===== config.mk =====
export PLATFORM = sky130hd
export DESIGN_NAME = tama_action_sched
export DESIGN_NICKNAME = d
export VERILOG_FILES = /design/src/rtl/tama_pkg.sv /design/src/rtl/tama_decay_timer.sv /design/src/rtl/tama_action_sched.sv
export SDC_FILE = /design/constraint.sdc
export NUM_CORES = 1
export LEC_CHECK = 0
export CORE_UTILIZATION = 35
export DETAILED_ROUTE_END_ITERATION = 16
export PLACE_DENSITY = 0.59
export SYNTH_ARGS = -nofsm -noshare
export SYNTH_HDL_FRONTEND = slang
export SYNTH_SLANG_ARGS = --single-unit

===== constraint.sdc =====
create_clock -name clk -period 7.6 [get_ports clk]
set_input_delay 1.14 -clock clk [delete_from_list [all_inputs] [get_ports clk]]
set_output_delay 1.14 -clock clk [all_outputs]
set_load 0.1 [all_outputs]

===== src/rtl/tama_pkg.sv =====
`default_nettype none
// ==========================================================================
// tama_pkg - action/stat indices, arbiter state encoding, decay defaults
// Revision: 1.0
// ==========================================================================
package tama_pkg;

    localparam int NUM_ACT    = 4;

    localparam int ACT_FEED   = 0;
    localparam int ACT_SLEEP  = 1;
    localparam int ACT_PLAY   = 2;
    localparam int ACT_HEAL   = 3;

    localparam int STAT_FOOD  = 0;
    localparam int STAT_SLEEP = 1;
    localparam int STAT_FUN   = 2;
    localparam int STAT_HAPPY = 3;

    localparam int DEF_DECAY_FOOD  = 30;
    localparam int DEF_DECAY_SLEEP = 31;
    localparam int DEF_DECAY_FUN   = 23;
    localparam int DEF_DECAY_HAPPY = 24;

    typedef enum logic [1:0] {
        ARB_IDLE     = 2'b00,
        ARB_GRANT    = 2'b01,
        ARB_COOLDOWN = 2'b10
    } arb_state_e;

    // The reset pointer value 3 behaves like 2, so feed is the first candidate.
    function automatic logic [1:0] rr_start(input logic [1:0] rr_ptr);
        case (rr_ptr)
            2'd0:    rr_start = 2'd1;
            2'd1:    rr_start = 2'd2;
            default: rr_start = 2'd0;
        endcase
    endfunction

    function automatic logic [1:0] rr_pick(input logic [3:0] pend, input logic [1:0] start);
        logic [1:0] o1;
        logic [1:0] o2;
        o1 = (start == 2'd2) ? 2'd0 : start + 2'd1;
        o2 = (o1 == 2'd2) ? 2'd0 : o1 + 2'd1;
        if (pend[start])
            rr_pick = start;
        else if (pend[o1])
            rr_pick = o1;
        else
            rr_pick = o2;
    endfunction

endpackage
`default_nettype wire


===== src/rtl/tama_decay_timer.sv =====
`default_nettype none
// ==========================================================================
// tama_decay_timer - per-stat seconds down-counter emitting a decay pulse
// Revision: 1.0
// ==========================================================================
module tama_decay_timer #(
    parameter int PERIOD = 30
) (
    input  logic clk,
    input  logic rst,
    input  logic sec_tick,
    input  logic reload,
    input  logic enable,
    output logic pulse
);

    localparam logic [6:0] PERIOD_L = 7'(PERIOD);

    logic [6:0] cnt_q;
    logic [6:0] cnt_d;

    // A reload wins over a coinciding expiry, which swallows that pulse.
    always_comb begin
        cnt_d = cnt_q;
        pulse = 1'b0;
        if (reload) begin
            cnt_d = PERIOD_L;
        end else if (enable && sec_tick) begin
            if (cnt_q == 7'd1) begin
                pulse = 1'b1;
                cnt_d = PERIOD_L;
            end else begin
                cnt_d = cnt_q - 7'd1;
            end
        end
    end

    always_ff @(posedge clk) begin
        if (!rst)
            cnt_q <= PERIOD_L;
        else
            cnt_q <= cnt_d;
    end

endmodule
`default_nettype wire


===== src/rtl/tama_action_sched.sv =====
`default_nettype none
// ==========================================================================
// tama_action_sched - action arbiter, grant cooldown, 1 s tick, stat decay
// Revision: 1.0
// ==========================================================================
module tama_action_sched
    import tama_pkg::*;
#(
    parameter int TICK_DIV    = 50000000,
    parameter int COOLDOWN_S  = 3,
    parameter int DECAY_FOOD  = DEF_DECAY_FOOD,
    parameter int DECAY_SLEEP = DEF_DECAY_SLEEP,
    parameter int DECAY_FUN   = DEF_DECAY_FUN,
    parameter int DECAY_HAPPY = DEF_DECAY_HAPPY
) (
    input  logic       clk,
    input  logic       rst,
    input  logic [3:0] req,
    input  logic       dead,
    input  logic       test_mode,
    output logic [3:0] grant,
    output logic       busy,
    output logic [3:0] decay,
    output logic       sec_tick
);

    localparam int               PSC_W    = (TICK_DIV > 1) ? $clog2(TICK_DIV) : 1;
    localparam logic [PSC_W-1:0] PSC_LAST = PSC_W'(TICK_DIV - 1);
    localparam logic [3:0]       CD_LOAD  = 4'(COOLDOWN_S);

    logic [PSC_W-1:0] psc_q;
    logic [3:0]       req_d_q;
    logic [3:0]       pending_q, pending_d;
    arb_state_e       state_q, state_d;
    logic [1:0]       sel_q, sel_d;
    logic [1:0]       rr_q, rr_d;
    logic [3:0]       cd_q, cd_d;

    logic [3:0] rise;
    logic [3:0] clr;
    logic [3:0] sel_oh;
    logic [1:0] pick;
    logic [3:0] reload_w;
    logic [3:0] pulse_w;

    assign sec_tick = (psc_q == PSC_LAST);
    assign rise     = req & ~req_d_q;
    assign sel_oh   = 4'b0001 << sel_q;
    assign pick     = pending_q[ACT_HEAL] ? 2'(ACT_HEAL) : rr_pick(pending_q, rr_start(rr_q));
    assign grant    = (state_q == ARB_GRANT && !dead) ? sel_oh : 4'b0000;
    assign busy     = (state_q != ARB_IDLE);

    always_comb begin
        state_d = state_q;
        sel_d   = sel_q;
        rr_d    = rr_q;
        cd_d    = cd_q;
        clr     = 4'b0000;
        if (dead) begin
            state_d = ARB_IDLE;
        end else begin
            case (state_q)
                ARB_IDLE: begin
                    if (pending_q != 4'b0000) begin
                        sel_d   = pick;
                        state_d = ARB_GRANT;
                    end
                end
                ARB_GRANT: begin
                    clr = sel_oh;
                    if (sel_q != 2'(ACT_HEAL))
                        rr_d = sel_q;
                    cd_d    = CD_LOAD;
                    state_d = ARB_COOLDOWN;
                end
                ARB_COOLDOWN: begin
                    if (cd_q == 4'd0)
                        state_d = ARB_IDLE;
                    else if (sec_tick)
                        cd_d = cd_q - 4'd1;
                end
                default: state_d = ARB_IDLE;
            endcase
        end
        // A fresh edge on the granted requester in the grant cycle stays latched.
        pending_d = dead ? 4'b0000 : ((pending_q & ~clr) | rise);
    end

    always_ff @(posedge clk) begin
        if (!rst) begin
            psc_q     <= '0;
            req_d_q   <= 4'b0000;
            pending_q <= 4'b0000;
            state_q   <= ARB_IDLE;
            sel_q     <= 2'd0;
            rr_q      <= 2'd3;
            cd_q      <= 4'd0;
        end else begin
            psc_q     <= sec_tick ? '0 : psc_q + PSC_W'(1);
            req_d_q   <= req;
            pending_q <= pending_d;
            state_q   <= state_d;
            sel_q     <= sel_d;
            rr_q      <= rr_d;
            cd_q      <= cd_d;
        end
    end

    // Heal never restarts a decay period; the happy timer has no grant reload.
    assign reload_w = {1'b0, grant[ACT_PLAY:ACT_FEED]};

    for (genvar i = 0; i < NUM_ACT; i++) begin : g_decay
        tama_decay_timer #(
            .PERIOD((i == STAT_FOOD)  ? DECAY_FOOD  :
                    (i == STAT_SLEEP) ? DECAY_SLEEP :
                    (i == STAT_FUN)   ? DECAY_FUN   : DECAY_HAPPY)
        ) u_timer (
            .clk      (clk),
            .rst      (rst),
            .sec_tick (sec_tick),
            .reload   (reload_w[i]),
            .enable   (!dead),
            .pulse    (pulse_w[i])
        );
    end

    assign decay = (test_mode || dead) ? 4'b0000 : pulse_w;

endmodule
`default_nettype wire

Yosys cells after proc, flatten, opt, wreduce, memory -nomap -nowiden:

Index checks and enable logic that the tools add are counted.

* register bits: 72
* bits of input ports: 8
* output and inout bits: 10

* add/sub/neg operators: 8
* order comparisons: 2
* equality and inequality tests: 15
* shift operators: 1
* muxes and demuxes: 35
* bitwise operators: 7
* reductions and logical operators: 19

Operators by type and width (number)
* $eq A7 B1 Y1 const B: 4
* $mux W7: 4
* $sub A7 B1 Y7 const B: 4
* $add A26 B1 Y26 const B: 1
* $eq A26 B26 Y1 const B: 1
* $mux W4: 6
* $mux W2: 7
* $mux W1: 13
* $ne A2 B2 Y1 const B: 5
* $reduce_or A2 Y1: 5
* $and A4 B4 Y4: 2
* $not A4 Y4: 2
* $pmux W4 S2: 1
* $eq A2 B2 Y1 const B: 3
* $lt A2 B3 Y1 const B: 2
* $pmux W2 S3: 1
* $reduce_and A3 Y1: 2
* $add A2 B1 Y2 const B: 2
* $bmux W1 S2: 2
* $eq A2 B1 Y1 const B: 2
* $logic_not A2 Y1: 2
* $logic_not A4 Y1: 1
* $or A4 B4 Y4: 1
* $pmux W2 S2: 1
* other kinds (10): 13

Longest topological paths before layout:

* word-level depth: 9
* depth in mapped cells: 9

Modules after synthesis:

From an unflattened synthesis, not the netlist that was laid out.

* cells, all modules: 420
* area total of the unflattened synthesis: 3643.5 um^2

Modules (own cells, without submodules)
* tama_action_sched: instances 1, cells an instance 258, area each 2160.8 um^2, seq. area each 880.8 um^2
* tama_decay_timer (g_decay[0].u_timer): instances 1, cells an instance 42, area each 387.9 um^2, seq. area each 140.1 um^2
* tama_decay_timer (g_decay[1].u_timer): instances 1, cells an instance 41, area each 367.9 um^2, seq. area each 140.1 um^2
* tama_decay_timer (g_decay[2].u_timer): instances 1, cells an instance 40, area each 364.1 um^2, seq. area each 140.1 um^2
* tama_decay_timer (g_decay[3].u_timer): instances 1, cells an instance 39, area each 362.8 um^2, seq. area each 140.1 um^2

Least setup slack after synthesis:

OpenSTA, ideal clock, no wires.

* path type: register to output
* start: reg psc_q[0]
* end: out decay[2]
* data arrival time: 3.896 ns
* required time: 6.460 ns
* setup slack: 2.564 ns
* stages on the path, launching flop included: 8
* path buffers: 1
* cell sequence: dfxtp_1 -> ha_1 -> clkbuf_1 -> nand2_1 -> nor4_1 -> nand4_1 -> or3_1 -> nor3_1

* longest elaborated chain between the ends: 5

Ends and longest elaborated chain
* from (decl): line tama_action_sched.sv:31 `logic [PSC_W-1:0] psc_q;`
* from (signal assigned): line tama_action_sched.sv:99 `psc_q <= sec_tick ? '0 : psc_q + PSC_W'(1);`
* $eq A26 B26 Y1: line tama_action_sched.sv:46 `assign sec_tick = (psc_q == PSC_LAST);`
* $logic_and A1 B1 Y1: line tama_decay_timer.sv:28 `end else if (enable && sec_tick) begin`
* $mux W1: line tama_decay_timer.sv:28
* $mux W1: line tama_decay_timer.sv:26 `if (reload) begin`
* $mux W4: line tama_action_sched.sv:127 `assign decay = (test_mode || dead) ? 4'b0000 : pulse_w;`
* to (decl): line tama_action_sched.sv:23 `output logic [3:0] decay,`

No other way between the ends.

Final worst setup path:

* start: in dead
* end: out grant[0]

* longest elaborated chain between the ends: 3

Ends and longest elaborated chain
* from (decl): line tama_action_sched.sv:19 `input logic dead,`
* $logic_not A1 Y1: line tama_action_sched.sv:50 `assign grant = (state_q == ARB_GRANT && !dead) ? sel_oh : 4'b0000;`
* $logic_and A1 B1 Y1: line tama_action_sched.sv:50
* $mux W4: line tama_action_sched.sv:50
* to (decl): line tama_action_sched.sv:21 `output logic [3:0] grant,`

No other way between the ends.

==> flow_metrics.env <==
export IMPL_crit_top_cell="clkdlybuf4s50_1"
export IMPL_synth_area_um2=3570
export IMPL_dpl_hpwl_um=5280
export IMPL_crit_required_ns=6.46
export IMPL_p_switching_mw=0.180
export IMPL_yosys_top_cells_area="dfxtp_1, nor2_1, nand2_1"
export IMPL_drv_slew=0
export IMPL_slew_headroom=0.282
export IMPL_yosysUniqueCellTypes=52
export IMPL_grt_pass1_wl_um=13300
export IMPL_yosysSeqAreaShare=0.404
export IMPL_clock_latency_ns=0.35
export IMPL_yosysMostFrequentCell="nor2_1"
export IMPL_globalRouteTotalUtil=0.161
export IMPL_final_antenna_net_count=0
export IMPL_worst_path_max_fanout=11
export IMPL_finalHoldWorstSlack_ns=0.475
export IMPL_diodes=0
export IMPL_grt_max_degree=28
export IMPL_maxCapViolCount=0
export IMPL_viasPerCell=5.20
export IMPL_path_clk_slew_ns=0.08
export IMPL_tns_ns=0
export IMPL_synth_cells=429
export IMPL_arrival_ns=4.13
export IMPL_detail_route_drc_violations=0
export IMPL_critPathBufInv=3
export IMPL_clock_skew_ns=0.0161
export IMPL_ir_drop_mv=0.0902
export IMPL_crit_slowest_cell="clkdlybuf4s50_1"
export IMPL_fin_cells=578
export IMPL_synth_edf_count=0
export IMPL_die_area_um2=10600
export IMPL_vias=3007
export IMPL_post_route_util=0.411
export IMPL_cp_top_family="buffers and inverters"
export IMPL_yosysWarningCount=0
export IMPL_hp_class="reg2reg"
export IMPL_core_area_um2=9820
export IMPL_powerDensity_nw_per_um2=187
export IMPL_crit_chain="clkdlybuf4s50_1 > nor4b_1 > nand2b_1 > inv_1 > clkdlybuf4s50_1"
export IMPL_cts_buffers=9
export IMPL_synth_net_count=447
export IMPL_clock_path_buffers=2
export IMPL_rsz0062_at_grt="false"
export IMPL_clock_sinks=72
export IMPL_ys_seq_elements=72
export IMPL_setup_worst_path_start_class="input pin"
export IMPL_tightestPinTransition_ns=1.07
export IMPL_first_pass_iters=4
export IMPL_status="finished clean"
export IMPL_antenna_found_initial=0
export IMPL_synth_top_area_frac=0.404
export IMPL_hold_buffers=0
export IMPL_cpPeakStageDelay_ns=1.14
export IMPL_die_w_um=103
export IMPL_wire_per_inst_um=13.4
export IMPL_hold_violations=0
export IMPL_postPlaceCellArea_um2=3820
export IMPL_internal_power_mw=0.576
export IMPL_fillers=1053
export IMPL_synth_avg_cell_area_um2=8.33
export IMPL_swShare=0.238
export IMPL_finalPower_mw=0.755
export IMPL_dpl_cell_count=562
export IMPL_place_port_buffers=17
export IMPL_ioPinCount=18
export IMPL_drtIter0Drc=134
export IMPL_postCtsSetupRepairBufs=0
export IMPL_ys_async_sr_fraction=0
export IMPL_finalCritPeriodShare=0.694
export IMPL_place_congestion=0.804
export IMPL_seqPwrFrac=0.515
export IMPL_htreeDepth=3
export IMPL_crit_type="in2out"
export IMPL_cts_tree="yes"
export IMPL_clock_power_share=0.435
export IMPL_fin_ws_ns=2.33
export IMPL_layout_nets=458
export IMPL_area_growth_pct=12.9
export IMPL_p_comb_frac=0.050
export IMPL_timing_fmax_mhz=190
export IMPL_layout_min_cycle_time_ns=5.27
export IMPL_synth_largest_area_cell="dfxtp_1"
export IMPL_place_ws_ns=2.35
export IMPL_grt_pass1_vias=2829
export IMPL_grt_overflow_total=0
export IMPL_setup_viol=0
export IMPL_wirelength_um=7740
export IMPL_crit_path_end_kind="output pin"
export IMPL_die_h_um=103
export IMPL_final_area_um2=4030
export IMPL_cts_root_buf="clkbuf_8"
export IMPL_drive_gt1_frac=0.0629
export IMPL_post_cts_resized=0
export IMPL_p_leak_nw=1.50
export IMPL_synth_top_cells_by_count="nor2_1, dfxtp_1, nand2_1"
export IMPL_synthFlopType="dfxtp_1"
export IMPL_row_count=36
export IMPL_start_util=0.364
[cell type report]
cell class	instances	area [um2]	share of cell area
clock inverter	4	51.3	0.0127
sequential	72	1440	0.357
inverter	16	60.1	0.0149
tap	133	166	0.0413
multi-input combinational	324	1980	0.491
timing repair buffer	17	170	0.0422
clock buffer	12	165	0.0410
[sequential cells by signal, indices dropped and copies added (netlist names)]
signal / cells
g_decay.u_timer.cnt_q: 28
rr_q: 2
cd_q: 4
pending_q: 4
psc_q: 26
state_q: 2
req_d_q: 4
sel_q: 2
[layer usage]
layer,GRT usage,wire length [um]
met1,0.223,4110
met2,0.243,3310
met3,0.0475,264
met4,0.0433,55
met5,0,0
[final timing paths]
path / endpoint / start / cells past startpoint / slack, ns
setup / recovery: grant[0] / dead / 5 / 2.33
hold / removal: g_decay[3].u_timer.cnt_q[6]$_SDFFE_PN0N_ / g_decay[3].u_timer.cnt_q[6]$_SDFFE_PN0N_ / 2 / 0.47
setup reg to reg: g_decay[3].u_timer.cnt_q[4]$_SDFFE_PN1N_ / psc_q[0]$_SDFF_PP0_ / 6 / 4.61
hold reg to reg: g_decay[3].u_timer.cnt_q[6]$_SDFFE_PN0N_ / g_decay[3].u_timer.cnt_q[6]$_SDFFE_PN0N_ / 2 / 0.47
[power groups by stage]
| stage | Clock (mW) | Combinational, mW | Sequential, mW |
|---|---|---|---|
| after floorplan | 0 | 0.0272 | 0.396 |
| after global placement | 0 | 0.0378 | 0.397 |
| after detailed placement | 0 | 0.0379 | 0.398 |
| after CTS | 0.339 | 0.0378 | 0.389 |
| after global routing | 0.352 | 0.0422 | 0.390 |
| final | 0.329 | 0.0374 | 0.389 |
[cells in the final DEF (no fill, tap or decap), drive strengths merged, types with 5 or more instances in the layout]
cell type,n
nand2b,6
or4,5
and3,7
nand3,17
xnor2,11
inv,16
nor3,15
clkbuf,12
nor2,73
clkdlybuf4s50,17
or3,10
o21ai,15
o311ai,5
nor4,8
dfxtp,72
xor2,13
and2,6
nand4,12
nand2,43
mux2i,9
nor2b,7
a21oi,15
ha,10
[worst register-to-register path: cells and delay by family, from the launching register on]
kind	cells	cell delay [ns]
flops	1	0.40
compound gates	1	0.38
simple gates	4	1.75
fa+ha+maj	1	0.34
[kinds of logic after synthesis]
group           Yosys count  synth area share
buf+inv                  33            0.0427
compound gates           58             0.109
simple gates            223             0.326
flops                    72             0.404
xor+xnor                 24            0.0588
mux                       9            0.0252
fa+ha+maj                10            0.0350
No activity file was read; power rests on OpenSTA's default activity.
